**src/rtl/frame_pkg.sv**
```systemverilog
// Shared frame definitions for the serial frame receiver and frame_decoder.
// Command codes, frame field positions and the stereo sample payload.
package frame_pkg;

  localparam int unsigned FRAME_W  = 40;
  localparam int unsigned CMD_MSB  = 39;
  localparam int unsigned CMD_LSB  = 32;
  localparam int unsigned SAMPLE_W = 16;

  localparam logic [7:0] CMD_AUDIO = 8'hC7;
  localparam logic [7:0] CMD_CTRL  = 8'hC4;

  typedef enum logic [1:0] {
    KIND_NONE  = 2'd0,
    KIND_AUDIO = 2'd1,
    KIND_CTRL  = 2'd2,
    KIND_BAD   = 2'd3
  } frame_kind_e;

  typedef struct packed {
    logic [SAMPLE_W-1:0] left;
    logic [SAMPLE_W-1:0] right;
  } sample_t;

  // Map a command byte onto the action the decoder takes for it.
  function automatic frame_kind_e classify(input logic [7:0] cmd);
    frame_kind_e kind;
    case (cmd)
      CMD_AUDIO: kind = KIND_AUDIO;
      CMD_CTRL:  kind = KIND_CTRL;
      default:   kind = KIND_BAD;
    endcase
    return kind;
  endfunction

endpackage

```
**src/rtl/sample_fifo.sv**
```systemverilog
// Show-ahead synchronous FIFO; pointers carry one extra wrap bit so full and
// empty are told apart without a separate counter.
module sample_fifo #(
  parameter int unsigned WIDTH = 32,
  parameter int unsigned DEPTH = 8
) (
  input  logic             clk,
  input  logic             rst,
  input  logic             push,
  input  logic             pop,
  input  logic [WIDTH-1:0] wdata,
  output logic [WIDTH-1:0] rdata,
  output logic             full,
  output logic             empty
);

  localparam int unsigned AW = $clog2(DEPTH);
  localparam int unsigned PW = AW + 1;

  logic [WIDTH-1:0] mem [DEPTH];
  logic [PW-1:0]    wr_ptr;
  logic [PW-1:0]    rd_ptr;
  logic             do_push;
  logic             do_pop;

  assign empty = (wr_ptr == rd_ptr);
  assign full  = (wr_ptr[AW] != rd_ptr[AW]) && (wr_ptr[AW-1:0] == rd_ptr[AW-1:0]);
  assign rdata = mem[rd_ptr[AW-1:0]];

  // A pop on a full FIFO frees the slot the push lands in this same edge.
  assign do_pop  = pop & ~empty;
  assign do_push = push & (~full | do_pop);

  always_ff @(posedge clk) begin
    if (rst) begin
      wr_ptr <= '0;
      rd_ptr <= '0;
    end else begin
      if (do_push) wr_ptr <= wr_ptr + PW'(1);
      if (do_pop)  rd_ptr <= rd_ptr + PW'(1);
    end
  end

  always_ff @(posedge clk) begin
    if (do_push) mem[wr_ptr[AW-1:0]] <= wdata;
  end

endmodule

```
**src/rtl/frame_decoder.sv**
```systemverilog
// Decodes strobed 40-bit frames into an audio sample FIFO, a control register
// and error/overflow flags. FRAME_DECODER_STATS_EN adds 16-bit event counters.
module frame_decoder
  import frame_pkg::*;
#(
  parameter int unsigned DEPTH     = 8,
  parameter logic [15:0] CTRL_INIT = 16'h0000
) (
  input  logic                clk,
  input  logic                rst,
  input  logic [FRAME_W-1:0]  frame_data,
  input  logic                frame_valid,
  output logic                sample_valid,
  input  logic                sample_ready,
  output logic [SAMPLE_W-1:0] sample_left,
  output logic [SAMPLE_W-1:0] sample_right,
  output logic [15:0]         ctrl,
  output logic                ctrl_update,
  output logic                bad_cmd,
  output logic                overflow,
`ifdef FRAME_DECODER_STATS_EN
  output logic [15:0]         stat_frames,
  output logic [15:0]         stat_drops,
  output logic [15:0]         stat_bad,
`endif
  input  logic                ovf_clr
);

  logic        valid_q;
  logic        strobe;
  frame_kind_e kind;
  logic        fifo_full;
  logic        fifo_empty;
  logic        pop;
  logic        push;
  logic        drop;
  sample_t     wr_sample;
  sample_t     head;

  assign strobe = frame_valid & ~valid_q;
  assign pop    = sample_valid & sample_ready;

  // Decode of the command byte captured on the strobe edge.
  always_comb begin
    kind      = KIND_NONE;
    push      = 1'b0;
    drop      = 1'b0;
    wr_sample = frame_data[31:0];
    if (strobe) kind = classify(frame_data[CMD_MSB:CMD_LSB]);
    if (kind == KIND_AUDIO) begin
      push = ~fifo_full | pop;
      drop = fifo_full & ~pop;
    end
  end

  // valid_q follows frame_valid even in reset, so a level held across reset
  // is not mistaken for a fresh frame.
  always_ff @(posedge clk) begin
    valid_q <= frame_valid;
  end

  always_ff @(posedge clk) begin
    if (rst) begin
      ctrl        <= CTRL_INIT;
      ctrl_update <= 1'b0;
      bad_cmd     <= 1'b0;
      overflow    <= 1'b0;
    end else begin
      ctrl_update <= (kind == KIND_CTRL);
      bad_cmd     <= (kind == KIND_BAD);
      if (kind == KIND_CTRL) ctrl <= frame_data[15:0];
      if (drop)              overflow <= 1'b1;
      else if (ovf_clr)      overflow <= 1'b0;
    end
  end

`ifdef FRAME_DECODER_STATS_EN
  always_ff @(posedge clk) begin
    if (rst) begin
      stat_frames <= '0;
      stat_drops  <= '0;
      stat_bad    <= '0;
    end else begin
      if (strobe)            stat_frames <= stat_frames + 16'd1;
      if (drop)              stat_drops  <= stat_drops + 16'd1;
      if (kind == KIND_BAD)  stat_bad    <= stat_bad + 16'd1;
    end
  end
`endif

  sample_fifo #(
    .WIDTH ($bits(sample_t)),
    .DEPTH (DEPTH)
  ) u_fifo (
    .clk   (clk),
    .rst   (rst),
    .push  (push),
    .pop   (pop),
    .wdata (wr_sample),
    .rdata (head),
    .full  (fifo_full),
    .empty (fifo_empty)
  );

  assign sample_valid = ~fifo_empty;
  assign sample_left  = head.left;
  assign sample_right = head.right;

endmodule

```
**config.mk**
```make
export PLATFORM = sky130hd
export DESIGN_NAME = frame_decoder
export DESIGN_NICKNAME = d
export VERILOG_FILES = /design/src/rtl/frame_pkg.sv /design/src/rtl/sample_fifo.sv /design/src/rtl/frame_decoder.sv
export SDC_FILE = /design/constraint.sdc
export NUM_CORES = 1
export LEC_CHECK = 0
export ABC_CLOCK_PERIOD_IN_PS = 3700
export BUFFER_PORTS_ARGS = -buffer_cell sky130_fd_sc_hd__buf_4
export CAP_MARGIN = 20
export CORE_MARGIN = 2
export CORE_UTILIZATION = 50
export CTS_BUF_LIST = sky130_fd_sc_hd__clkbuf_4
export DETAILED_ROUTE_END_ITERATION = 10
export HOLD_SLACK_MARGIN = 0.08
export PLACE_DENSITY = 0.71
export SETUP_SLACK_MARGIN = 0.5
export SYNTH_ARGS = -nofsm -noshare
export SYNTH_HDL_FRONTEND = slang
export SYNTH_SLANG_ARGS = --single-unit
```
**constraint.sdc**
```tcl
create_clock -name clk -period 3.7 [get_ports clk]
set_input_delay 0.185 -clock clk [delete_from_list [all_inputs] [get_ports clk]]
set_output_delay 0.185 -clock clk [all_outputs]
set_load 0.05 [all_outputs]
```
==> summary.json, run 1 <==
{
  "synth.lib_cells_used.distinct": 38,
  "startpoint_type": "register",
  "syn_avg_cell_area_sq_um": 21.81,
  "layout_worst_path_cycle_share": 0.7604,
  "top_layer_used": "met4",
  "mappedNetlistNets": 550,
  "fp-row-count": 54,
  "layout.filler_cells": 1556,
  "syn_inst": 503,
  "routed-via-count": 5522,
  "hpwl_microns": 11520,
  "cts_htree_levels": 3,
  "cp.buffers_inverters": 0,
  "cts-root-to-sink-buffers": 3,
  "tritoncts_num_sinks": 287,
  "min_period_ns": 2.813,
  "hold-worst-slack_ns": 0.1928,
  "timing.hold.worst.start": "frame_data[32]",
  "maximum_number_of_pins_on_one_net_before_global_route_repair": 65,
  "vias_in_the_first_global_route": 6140,
  "netlist.area_leader.share": 0.7009,
  "synth_xor_xnor_area_share": 0.007985,
  "setup.worst_path.end_class": "register",
  "drtAntennaViolNets": 0,
  "initial_utilization": 0.5057,
  "die_width_microns": 152.1,
  "holdCritPathClass": "in2reg",
  "number_of_max_cap_violations": 0,
  "combinational_family_with_the_most_area_after_synthesis": "multiplexers",
  "remaining_drc_errors": 0,
  "synth_seq_cells": 287,
  "crit_path_top_delay_cell": "sky130_fd_sc_hd__and4b_2",
  "first_pass_iters": 4,
  "cts-buffers-inserted": 72,
  "synth.yosys.seq_area_share": 0.7575,
  "num-nets-final": 743,
  "criticalPathCategory": "reg2reg",
  "clkSlewWorstSetupHoldPaths_ns": 0.06,
  "clock_insertion_delay_worst_skew_ns": 0.67,
  "dp_slack_ns": 0.8735,
  "synth-simple-area-share": 0.02943,
  "route.layer.met1.wl_microns": 8929,
  "detail_route.wl_per_cell_microns": 20.36,
  "setup_tns_after_final_layout_ns": 0,
  "die_area_sq_um": 23140,
  "post-layout-total-power_mw": 6.257,
  "synth_fa_ha_area_frac": 0.002282,
  "number_of_drc_markers_after_the_initial_detailed_route_iteration": 424,
  "floorplan.die.height_microns": 152.1,
  "required_time_of_the_critical_path_ns": 3.95,
  "crit_arrival_ns": 3.06,
  "timing.critical_path.max_delay_family": "simple AND/OR/NAND/NOR gates",
  "worst_setup_path_startpoint": "u_fifo.wr_ptr[0]",
  "timing.critical_path.cells": "xor2_1 -> nor3_4 -> a21oi_2 -> and4b_2",
  "post-route-worst-setup-slack_ns": 0.8867,
  "multi_input_comb_area_sq_um": 2551,
  "final_cell_mix": "sky130_fd_sc_hd__edfxtp_1, sky130_fd_sc_hd__clkbuf_4, sky130_fd_sc_hd__buf_4",
  "gp_congestion": 0.7284,
  "p_leak_nw": 4.644,
  "setup_viol": 0,
  "final_common_cell": "sky130_fd_sc_hd__edfxtp_1",
  "met2_wirelength_microns": 10610,
  "area_growth_pct": 21.74,
  "num_io_pins": 97,
  "post_synth_main_area_contributors": "sky130_fd_sc_hd__edfxtp_1, sky130_fd_sc_hd__mux4_2, sky130_fd_sc_hd__dfxtp_1",
  "layout-drive-gt1-share": 0.4497,
  "yosysWarnings": 0,
  "drt-vias-per-instance": 5.382,
  "highest_cell_delay_on_the_worst_timing_path_ns": 0.94,
  "outcome": "completed",
  "grt_pass1_wl_microns": 32650,
  "grt_remaining_overflow": 0,
  "ir_drop_uv": 258.5,
  "r2r_start": "u_fifo.wr_ptr[0]",
  "postCtsResizedCells": 0,
  "route.final.wire_length_microns": 20890,
  "slew_viol_final": 0,
  "crit_path_max_fanout": 32,
  "power.density_nw_per_um2": 468.6,
  "port_buffers": 96,
  "synth_top_cell_by_area": "sky130_fd_sc_hd__edfxtp_1",
  "worst_slew_margin_rel": 0.3459,
  "sequential_cell_area_sq_um": 8317,
  "core_sq_um": 21690,
  "grt_usage": 0.1828,
  "worst_clock_skew_ns": 0.05683,
  "clock-root-buffer": "sky130_fd_sc_hd__clkbuf_4",
  "achievable-frequency_ghz": 0.3554,
  "mux_contribution_to_synthesized_area": 0.1838,
  "grt_setup_unrepaired": "false",
  "synth_compound_gate_area_share": 0.007643,
  "actual_slew_at_the_worst_max_slew_pin_ns": 0.9811,
  "initial_antenna_violation_count": 1,
  "wl_met3_microns": 1101,
  "report.final.hold_viol_count": 0,
  "synth_area_sq_um": 10970,
  "cts_tree": "done"
}
## synth_stat cells
library cell,number
sky130_fd_sc_hd__nand4_1,2
sky130_fd_sc_hd__clkbuf_1,11
sky130_fd_sc_hd__dfxtp_1,31
sky130_fd_sc_hd__or4b_1,1
sky130_fd_sc_hd__o41ai_4,1
sky130_fd_sc_hd__and4bb_2,2
sky130_fd_sc_hd__xor2_2,1
sky130_fd_sc_hd__mux2i_1,18
sky130_fd_sc_hd__nor3_4,1
sky130_fd_sc_hd__and3_1,1
sky130_fd_sc_hd__a211oi_1,3
sky130_fd_sc_hd__mux2_1,3
sky130_fd_sc_hd__nand3_1,3
sky130_fd_sc_hd__nor4bb_1,1
sky130_fd_sc_hd__and3b_1,1
sky130_fd_sc_hd__a21oi_2,1
sky130_fd_sc_hd__nand2_1,1
sky130_fd_sc_hd__nor4b_4,1
sky130_fd_sc_hd__xor2_4,1
sky130_fd_sc_hd__xnor2_1,2
sky130_fd_sc_hd__o21ai_0,2
sky130_fd_sc_hd__nor2_1,26
sky130_fd_sc_hd__mux2_2,32
sky130_fd_sc_hd__mux4_2,64
sky130_fd_sc_hd__and4b_1,2
sky130_fd_sc_hd__buf_1,4
sky130_fd_sc_hd__or3_1,2
sky130_fd_sc_hd__buf_2,10
sky130_fd_sc_hd__nand2b_1,2
sky130_fd_sc_hd__xor2_1,3
sky130_fd_sc_hd__ha_1,2
sky130_fd_sc_hd__a21oi_1,3
sky130_fd_sc_hd__or2b_1,1
sky130_fd_sc_hd__nor2b_1,3
sky130_fd_sc_hd__buf_6,1
sky130_fd_sc_hd__and4b_2,2
sky130_fd_sc_hd__edfxtp_1,256
sky130_fd_sc_hd__inv_1,2
## state kept, by name (all words and copies together), names as in the netlist, named ones only
| name | cells |
|---|---|
| bad_cmd | 1 |
| ctrl | 16 |
| ctrl_update | 1 |
| overflow | 1 |
| u_fifo.mem | 256 |
| u_fifo.rd_ptr | 4 |
| u_fifo.wr_ptr | 4 |
| valid_q | 1 |
## final cells by class
cell class	instances	area share
Clock buffer	112	0.06297
Inverter	2	0.0005622
Timing Repair Buffer	145	0.09089
Antenna cell	1	0.0001874
Sequential cell	287	0.6228
Clock inverter	11	0.005247
Tap cell	280	0.02624
Multi-Input combinational cell	188	0.1911
## tightest hold or removal path: stages
cell                       delay, ns
sky130_fd_sc_hd__buf_4          0.12
sky130_fd_sc_hd__nand4_1        0.21
sky130_fd_sc_hd__a211oi_1       0.10
sky130_fd_sc_hd__mux2_1         0.18
## timing repair
| item | 4_1_cts | 5_1_grt |
|---|---|---|
| hold endpoints to repair | 286 | 0 |
| setup buffers | 0 | 1 |
| hold buffers | 40 | 0 |
| endpoints found under the setup margin | 0 | 2 |
## metal layers
metal,track usage,vias to the layer above
met1,0.2371,2817
met5,0,-
met4,0.05964,0
li1,-,2493
met3,0.04592,32
met2,0.3065,180
## worst paths after layout
kind / to / slack [ns] / cells after the start
worst max register to register: u_fifo.mem[6][29] / 0.89 / 4
worst min register to register: ctrl[12] / 0.50 / 2
worst min-delay path: u_fifo.wr_ptr[2] / 0.19 / 4
worst max-delay path: u_fifo.mem[6][29] / 0.89 / 4
## cell families after synthesis
kind of cell,after synthesis
adder cells (fa/ha/maj),2
XOR/XNOR,7
AO/OA/AOI/OAI,10
multiplexers,117
flip-flops,287
buffers and inverters,28
AND/OR/NAND/NOR,52
## power by group
| part | internal, mW | leakage (nW) | switching [mW] |
|---|---|---|---|
| combinational | 0.0644 | 1.54 | 0.0658 |
| sequential | 3.52 | 2.55 | 0.000984 |
| clock | 1.44 | 0.555 | 1.17 |
| total | 5.02 | 4.64 | 1.24 |
## per-stage QoR
step / utilization / instance area, sq um / instances
floorplan: - / 10970 / 503
global placement: 0.5542 / 12020 / 861
detailed placement: 0.5542 / 12020 / 861
CTS: 0.6146 / 13330 / 1024
global route: 0.6157 / 13350 / 1026
finish: 0.6157 / 13350 / 1026
Power figures use the tool's default switching activity.
==> run 2, diff against run 1 <==
--- a/config.mk
+++ b/config.mk
@@ -5,7 +5,7 @@
 export SDC_FILE = /design/constraint.sdc
 export NUM_CORES = 1
 export LEC_CHECK = 0
-export ABC_CLOCK_PERIOD_IN_PS = 3700
+export ABC_CLOCK_PERIOD_IN_PS = 2860
 export BUFFER_PORTS_ARGS = -buffer_cell sky130_fd_sc_hd__buf_4
 export CAP_MARGIN = 20
 export CORE_MARGIN = 2
@@ -13,7 +13,7 @@
 export CTS_BUF_LIST = sky130_fd_sc_hd__clkbuf_4
 export DETAILED_ROUTE_END_ITERATION = 10
 export HOLD_SLACK_MARGIN = 0.08
-export PLACE_DENSITY = 0.71
+export PLACE_DENSITY = 0.69
 export SETUP_SLACK_MARGIN = 0.5
 export SYNTH_ARGS = -nofsm -noshare
 export SYNTH_HDL_FRONTEND = slang
==> constraint.sdc (replaced) <==
create_clock -name clk -period 2.86 [get_ports clk]
set_input_delay 0.143 -clock clk [delete_from_list [all_inputs] [get_ports clk]]
set_output_delay 0.143 -clock clk [all_outputs]
set_load 0.05 [all_outputs]
==> run 2 against run 1 <==
Combinational power is 33% higher; first-iteration DRC count stayed put; clock skew is 0.025 ns lower; final cell count increased by 3.4%; worst setup slack lost 0.53 ns; count of clock-buffer cells in the layout is 1 lower; critical path depth grew 2; clock power increased by 32%; die area did not move; sequential cell count did not move; global-route usage is 1.3 points higher; sequential power rose by 30%; critical endpoint is now sample_left[12].
==> summary.json, run 2 (synthesized netlist as in run 1, its figures left out) <==
{
  "worst-r2r-setup-slack": {"value": 0.62, "unit": "ns", "change": "was 0.89 ns"},
  "cts-root-to-sink-buffers": {"value": 3, "change": "unchanged"},
  "routed-via-count": {"value": 5676, "change": "was 5522"},
  "drtAntennaViolNets": {"value": 0, "change": "unchanged"},
  "num_io_pins": {"value": 97, "change": "unchanged"},
  "initial_utilization": {"value": 0.5057, "change": "unchanged"},
  "min_to": {"value": "valid_q", "change": "was u_fifo.wr_ptr[2]"},
  "required_time_of_the_critical_path": {"value": 2.72, "unit": "ns", "change": "was 3.95 ns"},
  "crit_path_max_fanout": {"value": 8, "change": "was 32"},
  "die_area": {"value": 23140, "unit": "sq um", "change": "unchanged"},
  "slew_viol_final": {"value": 0, "change": "unchanged"},
  "port_buffers": {"value": 96, "change": "unchanged"},
  "criticalPathCategory": {"value": "reg2out", "change": "was reg2reg"},
  "grt_remaining_overflow": {"value": 0, "change": "unchanged"},
  "startpoint_type": {"value": "register", "change": "unchanged"},
  "floorplan.die.height": {"value": 152.1, "unit": "microns", "change": "unchanged"},
  "layout-drive-gt1-share": {"value": 0.4699, "change": "was 0.4497"},
  "tritoncts_num_sinks": {"value": 287, "change": "unchanged"},
  "outcome": {"value": "completed", "change": "unchanged"},
  "first_pass_iters": {"value": 4, "change": "unchanged"},
  "layout.filler_cells": {"value": 1442, "change": "was 1556"},
  "setup.worst_path.end_class": {"value": "output port", "change": "was register"},
  "cts-buffers-inserted": {"value": 73, "change": "was 72"},
  "detail_route.wl_per_cell": {"value": 20.69, "unit": "microns", "change": "was 20.36 microns"},
  "die_width": {"value": 152.1, "unit": "microns", "change": "unchanged"},
  "final_common_cell": {"value": "sky130_fd_sc_hd__edfxtp_1", "change": "unchanged"},
  "final_core_utilization": {"value": 0.6509, "change": "was 0.6157"},
  "cts_tree": {"value": "done", "change": "unchanged"},
  "achievable-frequency_ghz": 0.3996,
  "route.final.wire_length": {"value": 21960, "unit": "microns", "change": "was 20890 microns"},
  "ir_drop": {"value": 451.0, "unit": "uV", "change": "was 258.5 uV"},
  "drt-vias-per-instance": {"value": 5.350, "change": "was 5.382"},
  "final_cell_mix": {"value": "sky130_fd_sc_hd__edfxtp_1, sky130_fd_sc_hd__clkbuf_4, sky130_fd_sc_hd__buf_4", "change": "unchanged"},
  "r2r_start": {"value": "valid_q", "change": "was u_fifo.wr_ptr[0]"},
  "crit_arrival": {"value": 2.36, "unit": "ns", "change": "was 3.06 ns"},
  "min_period_ns": 2.503,
  "clock-root-buffer": {"value": "sky130_fd_sc_hd__clkbuf_4", "change": "unchanged"},
  "number_of_max_cap_violations": {"value": 0, "change": "unchanged"},
  "setup_viol": {"value": 0, "change": "unchanged"},
  "number_of_drc_markers_after_the_initial_detailed_route_iteration": {"value": 424, "change": "unchanged"},
  "p_leak": {"value": 4.998, "unit": "nW", "change": "was 4.644 nW"},
  "fp-row-count": {"value": 54, "change": "unchanged"},
  "flip_flop_count_of_the_largest_register_after_layout": {"value": 256, "change": "unchanged"},
  "worst_clock_skew": {"value": 0.03174, "unit": "ns", "change": "was 0.05683 ns"},
  "gp_congestion": {"value": 0.7256, "change": "was 0.7284"},
  "area_growth": {"value": 28.71, "unit": "%", "change": "was 21.74%"},
  "cts_htree_levels": {"value": 3, "change": "unchanged"},
  "timing.hold.worst.start": {"value": "frame_valid", "change": "was frame_data[32]"},
  "remaining_drc_errors": {"value": 0, "change": "unchanged"},
  "core": {"value": 21690, "unit": "sq um", "change": "unchanged"},
  "grt_pass1_wl": {"value": 34670, "unit": "microns", "change": "was 32650 microns"},
  "worst_slew_margin_rel": {"value": 0.6613, "change": "was 0.3459"},
  "clock_insertion_delay_worst_skew": {"value": 0.67, "unit": "ns", "change": "about the same"},
  "holdCritPathClass": {"value": "in2reg", "change": "unchanged"},
  "report.final.hold_viol_count": {"value": 0, "change": "unchanged"},
  "grt_setup_unrepaired": {"value": "true", "change": "was false"},
  "layout_worst_path_cycle_share": 0.8751,
  "num-nets-final": {"value": 772, "change": "was 743"},
  "initial_antenna_violation_count": {"value": 0, "change": "was 1"},
  "clkSlewWorstSetupHoldPaths": {"value": 0.06, "unit": "ns", "change": "about the same"},
  "finish.instance_area": {"value": 14120, "unit": "sq um", "change": "was 13350 sq um"},
  "vias_in_the_first_global_route": {"value": 6298, "change": "was 6140"},
  "rr_endpoint": {"value": "u_fifo.mem[1][23]", "change": "was u_fifo.mem[6][29]"},
  "maximum_number_of_pins_on_one_net_before_global_route_repair": {"value": 39, "change": "was 65"},
  "setup_tns_after_final_layout": {"value": 0, "unit": "ns", "change": "unchanged"},
  "power.density": {"value": 577.7, "unit": "nW/um^2", "change": "was 468.6 nW/um^2"},
  "r2r_cells": {"value": 5, "change": "was 4"},
  "actual_slew_at_the_worst_max_slew_pin": {"value": 0.5067, "unit": "ns", "change": "was 0.9811 ns"},
  "grt_usage": {"value": 0.1955, "change": "was 0.1828"},
  "dpl_cell_area": {"value": 12180, "unit": "sq um", "change": "was 12020 sq um"},
  "count_of_inserted_antenna_diode_cells": {"value": 0, "change": "was 1"},
  "hpwl": {"value": 12450, "unit": "microns", "change": "was 11520 microns"},
  "holdPathStages": {"value": 2, "change": "was 4"}
}
-- run 2: final cells by class --
| class | count | area [sq um] | area share |
|---|---|---|---|
| clock buffers | 111 | 833.3 | 0.05903 |
| clock inverters | 20 | 110.1 | 0.007799 |
| inverters | 2 | 7.507 | 0.0005318 |
| multi-input cells | 188 | 2656 | 0.1882 |
| flip-flops and latches | 287 | 8322 | 0.5895 |
| well taps | 280 | 350.3 | 0.02482 |
| repair buffers | 173 | 1838 | 0.1302 |
-- run 2: power breakdown --
| part | total [mW] | switching [mW] | internal (mW) |
|---|---|---|---|
| clock | 3.43 | 1.56 | 1.86 |
| sequential | 4.56 | 0.000972 | 4.55 |
| combinational | 0.173 | 0.0869 | 0.0859 |
-- run 2: critical path, cell delays in order (launching register included) --
cell and delay [ns]:
sky130_fd_sc_hd__dfxtp_4 0.38, sky130_fd_sc_hd__buf_12 0.15, sky130_fd_sc_hd__buf_8 0.11, sky130_fd_sc_hd__buf_16 0.13
sky130_fd_sc_hd__mux4_2 0.51, sky130_fd_sc_hd__mux2_4 0.28, sky130_fd_sc_hd__buf_8 0.15
-- run 2: metal layers --
metal | routed length [microns] | part of all wire | vias to the layer above | global-route usage
li1 | - | - | 2566 | -
met1 | 9191 | 0.42 | 2887 | 0.2571
met2 | 11320 | 0.52 | 187 | 0.3230
met3 | 1076 | 0.049 | 36 | 0.04763
met4 | 372 | 0.017 | 0 | 0.06765
met5 | 0 | 0 | - | 0
-- run 2: per-stage QoR --
step	hold slack, ns	power [mW]	setup WS (ns)	instances
after global placement	0.2595	4.766	0.5098	873
after CTS	0.1125	8.250	0.2902	1058
after detailed placement	0.2654	4.774	0.3681	873
final	0.1698	8.156	0.3572	1061
after global routing	0.1395	8.474	0.2658	1061
after floorplan	0.1707	4.672	0.6408	503
-- run 2: repair_timing --
action                                  in CTS  in global routing
endpoints found under the setup margin     192                203
cloned                                       3                  0
hold buffers                                39                  0
gates resized for setup                     85                  9
setup buffers                               12                  3
hold endpoints to repair                   287                  0
-- run 2: worst max-delay path by stage --
stage                                    to        startpoint  cells past startpoint  slack (ns)
final                       sample_left[12]          register                      6        0.36
after global routing         sample_left[5]          register                      6        0.27
after CTS                  sample_right[11]          register                      6        0.29
after detailed placement  u_fifo.mem[2][11]  u_fifo.wr_ptr[0]                      5        0.37
after global placement    u_fifo.mem[2][18]  u_fifo.wr_ptr[0]                      5        0.51
after floorplan            u_fifo.mem[7][0]  u_fifo.rd_ptr[0]                      3        0.64
